$ cat src/rtl/id_exe_issue_pkg.sv
// rtl/id_exe_issue_pkg.sv - shared types and encodings for the decode/issue stage
package id_exe_issue_pkg;

    typedef enum logic [3:0] {
        EXE_ADD = 4'd0,
        EXE_SUB = 4'd1,
        EXE_AND = 4'd2,
        EXE_OR  = 4'd3,
        EXE_NOR = 4'd4,
        EXE_XOR = 4'd5,
        EXE_SLL = 4'd6,
        EXE_SLA = 4'd7,
        EXE_SRL = 4'd8,
        EXE_SRA = 4'd9,
        EXE_NOP = 4'd15
    } exe_cmd_t;

    localparam logic [5:0] OP_RTYPE = 6'h00;
    localparam logic [5:0] OP_ADDI  = 6'h08;
    localparam logic [5:0] OP_ANDI  = 6'h0C;
    localparam logic [5:0] OP_ORI   = 6'h0D;
    localparam logic [5:0] OP_XORI  = 6'h0E;
    localparam logic [5:0] OP_LW    = 6'h23;
    localparam logic [5:0] OP_SW    = 6'h2B;

    localparam logic [5:0] FN_SLL = 6'h00;
    localparam logic [5:0] FN_SRL = 6'h02;
    localparam logic [5:0] FN_SRA = 6'h03;
    localparam logic [5:0] FN_ADD = 6'h20;
    localparam logic [5:0] FN_SUB = 6'h22;
    localparam logic [5:0] FN_AND = 6'h24;
    localparam logic [5:0] FN_OR  = 6'h25;
    localparam logic [5:0] FN_XOR = 6'h26;
    localparam logic [5:0] FN_NOR = 6'h27;

    typedef enum logic [1:0] {
        V2_REG,
        V2_SEXT,
        V2_ZEXT,
        V2_SHAMT
    } val2_sel_t;

    typedef struct packed {
        logic       legal;
        exe_cmd_t   cmd;
        val2_sel_t  val2_sel;
        logic       val1_rt;
        logic       reads_rs;
        logic       reads_rt;
        logic [4:0] rs;
        logic [4:0] rt;
        logic [4:0] rd;
        logic [15:0] imm;
        logic [4:0] shamt;
        logic       wb_en;
        logic       mem_read;
        logic       mem_write;
    } dec_ctrl_t;

    typedef enum logic {
        ST_RUN,
        ST_BUBBLE
    } issue_state_t;

endpackage

$ cat src/rtl/id_exe_issue_decode.sv
// rtl/id_exe_issue_decode.sv - combinational instruction decoder (module id_decode)
module id_decode
    import id_exe_issue_pkg::*;
(
    input  logic [31:0] instr,
    output dec_ctrl_t   ctrl
);

    logic [5:0] op;
    logic [5:0] funct;

    assign op    = instr[31:26];
    assign funct = instr[5:0];

    always_comb begin
        ctrl          = '0;
        ctrl.cmd      = EXE_NOP;
        ctrl.val2_sel = V2_REG;
        ctrl.rs       = instr[25:21];
        ctrl.rt       = instr[20:16];
        ctrl.imm      = instr[15:0];
        ctrl.shamt    = instr[10:6];

        case (op)
            OP_RTYPE: begin
                ctrl.legal    = 1'b1;
                ctrl.rd       = instr[15:11];
                ctrl.reads_rs = 1'b1;
                ctrl.reads_rt = 1'b1;
                case (funct)
                    FN_ADD:  ctrl.cmd = EXE_ADD;
                    FN_SUB:  ctrl.cmd = EXE_SUB;
                    FN_AND:  ctrl.cmd = EXE_AND;
                    FN_OR:   ctrl.cmd = EXE_OR;
                    FN_NOR:  ctrl.cmd = EXE_NOR;
                    FN_XOR:  ctrl.cmd = EXE_XOR;
                    FN_SLL, FN_SRL, FN_SRA: begin
                        // Shifts operate on rt by a constant; rs is not a source.
                        ctrl.reads_rs = 1'b0;
                        ctrl.val1_rt  = 1'b1;
                        ctrl.val2_sel = V2_SHAMT;
                        ctrl.cmd      = (funct == FN_SLL) ? EXE_SLL :
                                        (funct == FN_SRL) ? EXE_SRL : EXE_SRA;
                    end
                    default: ctrl.legal = 1'b0;
                endcase
            end
            OP_ADDI, OP_ANDI, OP_ORI, OP_XORI: begin
                ctrl.legal    = 1'b1;
                ctrl.rd       = instr[20:16];
                ctrl.reads_rs = 1'b1;
                ctrl.val2_sel = (op == OP_ADDI) ? V2_SEXT : V2_ZEXT;
                ctrl.cmd      = (op == OP_ADDI) ? EXE_ADD :
                                (op == OP_ANDI) ? EXE_AND :
                                (op == OP_ORI)  ? EXE_OR  : EXE_XOR;
            end
            OP_LW: begin
                ctrl.legal    = 1'b1;
                ctrl.rd       = instr[20:16];
                ctrl.reads_rs = 1'b1;
                ctrl.val2_sel = V2_SEXT;
                ctrl.cmd      = EXE_ADD;
                ctrl.mem_read = 1'b1;
            end
            OP_SW: begin
                ctrl.legal     = 1'b1;
                ctrl.reads_rs  = 1'b1;
                ctrl.reads_rt  = 1'b1;
                ctrl.val2_sel  = V2_SEXT;
                ctrl.cmd       = EXE_ADD;
                ctrl.mem_write = 1'b1;
            end
            default: ctrl.legal = 1'b0;
        endcase

        if (!ctrl.legal) begin
            ctrl.cmd      = EXE_NOP;
            ctrl.rd       = 5'd0;
            ctrl.reads_rs = 1'b0;
            ctrl.reads_rt = 1'b0;
            ctrl.val1_rt  = 1'b0;
        end
        ctrl.wb_en = ctrl.legal && !ctrl.mem_write && (ctrl.rd != 5'd0);
    end

endmodule

$ cat src/rtl/id_exe_issue.sv
// rtl/id_exe_issue.sv - decode/issue stage with load-use bubble and single-entry output register
module id_exe_issue
    import id_exe_issue_pkg::*;
#(
    parameter int XLEN = 32
) (
    input  logic            clk,
    input  logic            rst,
    input  logic            if_valid,
    output logic            if_ready,
    input  logic [31:0]     if_instr,
    input  logic [XLEN-1:0] if_pc,
    output logic [4:0]      rf_raddr1,
    output logic [4:0]      rf_raddr2,
    input  logic [XLEN-1:0] rf_rdata1,
    input  logic [XLEN-1:0] rf_rdata2,
    output logic            ex_valid,
    input  logic            ex_ready,
    output exe_cmd_t        ex_cmd,
    output logic [XLEN-1:0] ex_val1,
    output logic [XLEN-1:0] ex_val2,
    output logic [XLEN-1:0] ex_st_data,
    output logic [4:0]      ex_rd,
    output logic            ex_wb_en,
    output logic            ex_mem_read,
    output logic            ex_mem_write,
    output logic [XLEN-1:0] ex_pc,
    input  logic            flush,
    output logic            illegal
);

    typedef struct packed {
        exe_cmd_t        cmd;
        logic [XLEN-1:0] val1;
        logic [XLEN-1:0] val2;
        logic [XLEN-1:0] st_data;
        logic [4:0]      rd;
        logic            wb_en;
        logic            mem_read;
        logic            mem_write;
        logic [XLEN-1:0] pc;
    } ex_payload_t;

    dec_ctrl_t    ctrl;
    ex_payload_t  ex_d, ex_q;
    logic         ex_valid_d, ex_valid_q;
    logic         illegal_d, illegal_q;
    issue_state_t state_d, state_q;
    logic         ld_valid_d, ld_valid_q;
    logic [4:0]   ld_rd_d, ld_rd_q;

    logic            out_free;
    logic            hazard;
    logic            stall;
    logic            fire;
    logic [XLEN-1:0] val1_sel;
    logic [XLEN-1:0] val2_sel;

    id_decode u_decode (
        .instr (if_instr),
        .ctrl  (ctrl)
    );

    assign rf_raddr1 = ctrl.rs;
    assign rf_raddr2 = ctrl.rt;

    // The tracker only ever holds a nonzero LW destination, so r0 never matches.
    assign out_free = !ex_valid_q || ex_ready;
    assign hazard   = ld_valid_q && if_valid &&
                      ((ctrl.reads_rs && (ctrl.rs == ld_rd_q)) ||
                       (ctrl.reads_rt && (ctrl.rt == ld_rd_q)));
    assign stall    = (state_q == ST_RUN) && hazard;
    assign if_ready = out_free && !stall && !flush && !rst;
    assign fire     = if_valid && if_ready;

    always_comb begin
        val1_sel = ctrl.val1_rt ? rf_rdata2 : rf_rdata1;
        case (ctrl.val2_sel)
            V2_SEXT:  val2_sel = {{(XLEN-16){ctrl.imm[15]}}, ctrl.imm};
            V2_ZEXT:  val2_sel = {{(XLEN-16){1'b0}}, ctrl.imm};
            V2_SHAMT: val2_sel = {{(XLEN-5){1'b0}}, ctrl.shamt};
            default:  val2_sel = rf_rdata2;
        endcase
    end

    always_comb begin
        ex_d       = ex_q;
        ex_valid_d = ex_valid_q;
        illegal_d  = 1'b0;
        state_d    = state_q;
        ld_valid_d = ld_valid_q;
        ld_rd_d    = ld_rd_q;

        if (flush) begin
            ex_valid_d = 1'b0;
            state_d    = ST_RUN;
            ld_valid_d = 1'b0;
        end else begin
            // Tracker advances with the output register so a blocked LW keeps its hazard.
            if (out_free) begin
                ld_valid_d = fire && ctrl.mem_read && ctrl.wb_en;
                ld_rd_d    = ctrl.rt;
            end

            if (fire) begin
                if (ctrl.legal) begin
                    ex_valid_d     = 1'b1;
                    ex_d.cmd       = ctrl.cmd;
                    ex_d.val1      = val1_sel;
                    ex_d.val2      = val2_sel;
                    ex_d.st_data   = rf_rdata2;
                    ex_d.rd        = ctrl.rd;
                    ex_d.wb_en     = ctrl.wb_en;
                    ex_d.mem_read  = ctrl.mem_read;
                    ex_d.mem_write = ctrl.mem_write;
                    ex_d.pc        = if_pc;
                end else begin
                    ex_valid_d = 1'b0;
                    illegal_d  = 1'b1;
                end
            end else if (out_free) begin
                ex_valid_d = 1'b0;
            end

            case (state_q)
                ST_RUN:    if (stall && out_free) state_d = ST_BUBBLE;
                default:   state_d = ST_RUN;
            endcase
        end
    end

    always_ff @(posedge clk) begin
        if (rst) begin
            ex_q       <= '{cmd: EXE_NOP, default: '0};
            ex_valid_q <= 1'b0;
            illegal_q  <= 1'b0;
            state_q    <= ST_RUN;
            ld_valid_q <= 1'b0;
            ld_rd_q    <= 5'd0;
        end else begin
            ex_q       <= ex_d;
            ex_valid_q <= ex_valid_d;
            illegal_q  <= illegal_d;
            state_q    <= state_d;
            ld_valid_q <= ld_valid_d;
            ld_rd_q    <= ld_rd_d;
        end
    end

    assign ex_valid     = ex_valid_q;
    assign ex_cmd       = ex_q.cmd;
    assign ex_val1      = ex_q.val1;
    assign ex_val2      = ex_q.val2;
    assign ex_st_data   = ex_q.st_data;
    assign ex_rd        = ex_q.rd;
    assign ex_wb_en     = ex_q.wb_en;
    assign ex_mem_read  = ex_q.mem_read;
    assign ex_mem_write = ex_q.mem_write;
    assign ex_pc        = ex_q.pc;
    assign illegal      = illegal_q;

endmodule

$ cat config.mk
export PLATFORM = sky130hd
export DESIGN_NAME = id_exe_issue
export DESIGN_NICKNAME = d
export VERILOG_FILES = /design/src/rtl/id_exe_issue_pkg.sv /design/src/rtl/id_exe_issue_decode.sv /design/src/rtl/id_exe_issue.sv
export SDC_FILE = /design/constraint.sdc
export NUM_CORES = 1
export LEC_CHECK = 0
export CORE_ASPECT_RATIO = 1.4
export CORE_MARGIN = 1
export CORE_UTILIZATION = 30
export DETAILED_ROUTE_END_ITERATION = 16
export HOLD_SLACK_MARGIN = 0.15
export PLACE_DENSITY = 0.69
export SKIP_CTS_REPAIR_TIMING = 1
export SYNTH_ARGS = -nofsm -noshare
export SYNTH_HDL_FRONTEND = slang
export SYNTH_SLANG_ARGS = --single-unit
$ cat constraint.sdc
create_clock -name clk -period 4.1 [get_ports clk]
set_input_delay 1.23 -clock clk [delete_from_list [all_inputs] [get_ports clk]]
set_output_delay 1.23 -clock clk [all_outputs]
set_load 0.02 [all_outputs]
==> flow_summary.yaml <==
yosys:
  synth_edf_count: 0
  ys_ff_latch: 149
  synthTopCellsByArea: "dfxtp_1 (43%), a21oi_1 (11%), a311oi_2 (6.2%), o21ai_0 (5.4%), nand3_1 (4.9%)"
  synth.distinct_cells: 52
  ys.flop_type: "dfxtp_1"
  yosys.area.top_type_share: 0.4253
  synth_warnings: 0
  syn_area_per_cell_um2: 8.669
  syn_area_um2: 7013
  synthArstFlopShare: 0
  synth.net_count: 942
  netlist_instances: 809
  synth_top_cell_by_area: "dfxtp_1"
  ys_seq_area_frac: 0.4253
run_status:
  status: "complete, but fails checks"
  violations: "negative setup slack"
placement:
  dp_slack_ns: -0.6672
  io_buffers: 285
  gp_congestion: 0.8430
  place_area_um2: 10250
  place_inst: 1351
  hpwl_um: 17590
finish:
  postLayoutCoreUtil: 0.4753
  syn_to_final_growth_pct: 54.33
  drive_gt1_frac: 0.1380
  design_area_um2: 10820
  final_nets: 1202
  instances_no_fill: 1382
job:
  maxCapViolations: 0
worst_setup_path:
  critPathRequiredTime_ns: 2.87
  cp-end-kind: "output pin"
  cp_num_buf_inv: 3
  critPathSlowestCell: "clkdlybuf4s50_1"
  crit_fanout: 2
  crit_top_cell: "o21a_4"
  critPathKind: "in2out"
  critPathTopFamily: "buffers and inverters"
  max_stage_delay_ns: 0.43
  cp.arrival_ns: 2.99
  crit_path_cell_trace: "clkdlybuf4s50_1, xor2_1, nor4_1, buf_4, nand3_4, o21a_4, o21a_4, buf_2"
  startpoint_type: "primary input"
sta:
  setup_viol: 1
  rsz0062_at_grt: "true"
  fin_skew_ns: 0.005891
  max_slew_margin: 0.2854
  hold_viol: 0
  worst_slew_pin_slew_ns: 1.072
  timing.final.crit_share: 1.029
  fin_ws_ns: -0.1199
  final_max_slew_viol_count: 0
  period_needed_ns: 4.220
  timing.fmax_mhz: 237.0
  fin_setup_tns_ns: -0.1199
routing:
  drt-total-wl_um: 25680
  ant_nets: 0
  firstDrtPassIters: 4
  wl_per_cell_um: 18.58
  remaining_drc_errors: 0
  vias: 7154
  drt-initial-drc-count: 406
  vias_per_cell: 5.177
die:
  rows: 65
  coreArea_um2: 22770
  io_pins: 286
  initial_core_util: 0.3080
  die_area_um2: 24000
  dieWidth_um: 131.2
  die_y_um: 182.9
clock_tree:
  clockBufferDepth: 2
  h-tree-depth: 4
  cts-root-buf: "clkbuf_16"
  clk_latency_ns: 0.43
  cts.sinks: 149
  clk_pin_slew_ns: 0.06
  cts_buffers: 17
  cts_tree: "done"
global_routing:
  track_usage: 0.2115
  grt_pass1_vias: 6979
  grt_overflow: 0
  antenna_found_initial: 1
  grt_max_degree: 88
  grt_pass1_wl_um: 39510
worst_hold_path:
  hold_class: "reg2reg"
power:
  cellLeakagePower_nw: 3.798
  ir_worst_vdd_mv: 0.2949
  power.density_nw_per_um2: 306.3
## layout by cell type, fill, tap and decap left out, drive strengths merged, types with 9 or more instances in the layout
cell           instances
a211oi                35
a21oi                158
a22oi                  9
a311oi                34
buf                   54
clkbuf                21
clkdlybuf4s50        275
dfxtp                149
inv                   11
mux2i                 20
nand2                 58
nand3                 69
nor2                  21
o21ai                 79
## path summary, 6_finish.rpt
kind | startpoint | endpoint | slack, ns | cells past startpoint
worst max-delay path | if_instr[22] | if_ready | -0.12 | 8
worst min-delay path | ld_valid_q | ld_valid_q | 0.46 | 2
worst max register to register | ld_rd_q[1] | ex_val1[4] | 1.28 | 9
worst min register to register | ld_valid_q | ld_valid_q | 0.46 | 2
## cell type report
cell class / count / area, µm²
multi-input cells: 554 / 3551
well taps: 301 / 376.6
fillers: 2190 / 11950
clock buffers: 21 / 480.5
inverters: 10 / 37.54
diodes: 1 / 2.502
flip-flops and latches: 149 / 2983
clock inverters: 9 / 53.80
repair buffers: 337 / 3338
## metal layers
metal	up-vias	GRT usage	part of all wire
met5	-	0	0
met4	0	0.1176	0.042
met3	59	0.04146	0.050
met2	264	0.3566	0.49
met1	3372	0.2516	0.41
li1	3459	-	-
## report_power, final
group / total (mW) / switching, mW / internal (mW) / leakage, nW
Combinational: 0.402 / 0.188 / 0.213 / 2.33
Clock: 1.44 / 0.613 / 0.825 / 0.267
Sequential: 1.47 / 0.0104 / 1.46 / 1.20
## synthesized netlist by cell type (2+ instances only)
library cell / n
o31ai_1: 2
nand2_1: 57
or4_1: 2
clkbuf_1: 45
inv_1: 10
nor3b_1: 3
a211oi_1: 16
xor2_1: 5
a21oi_1: 158
and2_1: 4
o21ai_1: 2
o21a_1: 4
dfxtp_1: 149
a21boi_0: 2
a22oi_1: 9
nor3_1: 8
buf_4: 23
a2111oi_0: 2
a211oi_2: 19
a311oi_1: 5
a21o_1: 2
xnor2_1: 6
buf_1: 5
buf_6: 5
nand2b_1: 4
and3_1: 6
nand4b_1: 2
a311oi_2: 29
o22ai_1: 2
nor2_1: 20
o21ai_2: 2
nand3_1: 69
nor2b_1: 3
mux2i_1: 20
buf_2: 18
o21ai_0: 75
## flip-flops by register name (all words and copies together) (netlist names)
register      flops
ld_rd_q           5
ex_st_data       32
ex_val1          32
ex_wb_en          1
ex_pc            32
state_q           1
illegal           1
ex_cmd            4
ex_val2          32
ex_valid          1
ld_valid_q        1
ex_rd             5
ex_mem_read       1
ex_mem_write      1
## worst reg2reg max path, cell delays in order (launching register included)
cell and delay [ns]:
dfxtp_1 0.42, xor2_1 0.21, nor4_1 0.09, buf_4 0.15, nand3_4 0.09, o21a_4 0.13
buf_4 0.48, buf_6 0.63, a21oi_1 0.25, a311oi_2 0.27
## cells by family after synthesis
group | share of synthesized area
AOI/OAI and AO/OA | 0.3233
xor gates and xnor gates | 0.01374
buffers and inverters | 0.07761
DFF | 0.4253
muxes | 0.03015
and+or+nand+nor | 0.1299
## through the flow
step	power, mW	hold WS, ns
4_1_cts	3.357	0.4624
3_5_place_dp	1.908	0.4540
6_report	3.315	0.4607
3_3_place_gp	1.905	0.4433
2_1_floorplan	1.669	0.4325
5_1_grt	3.454	0.4725
No activity file was read; power rests on OpenSTA's default activity.
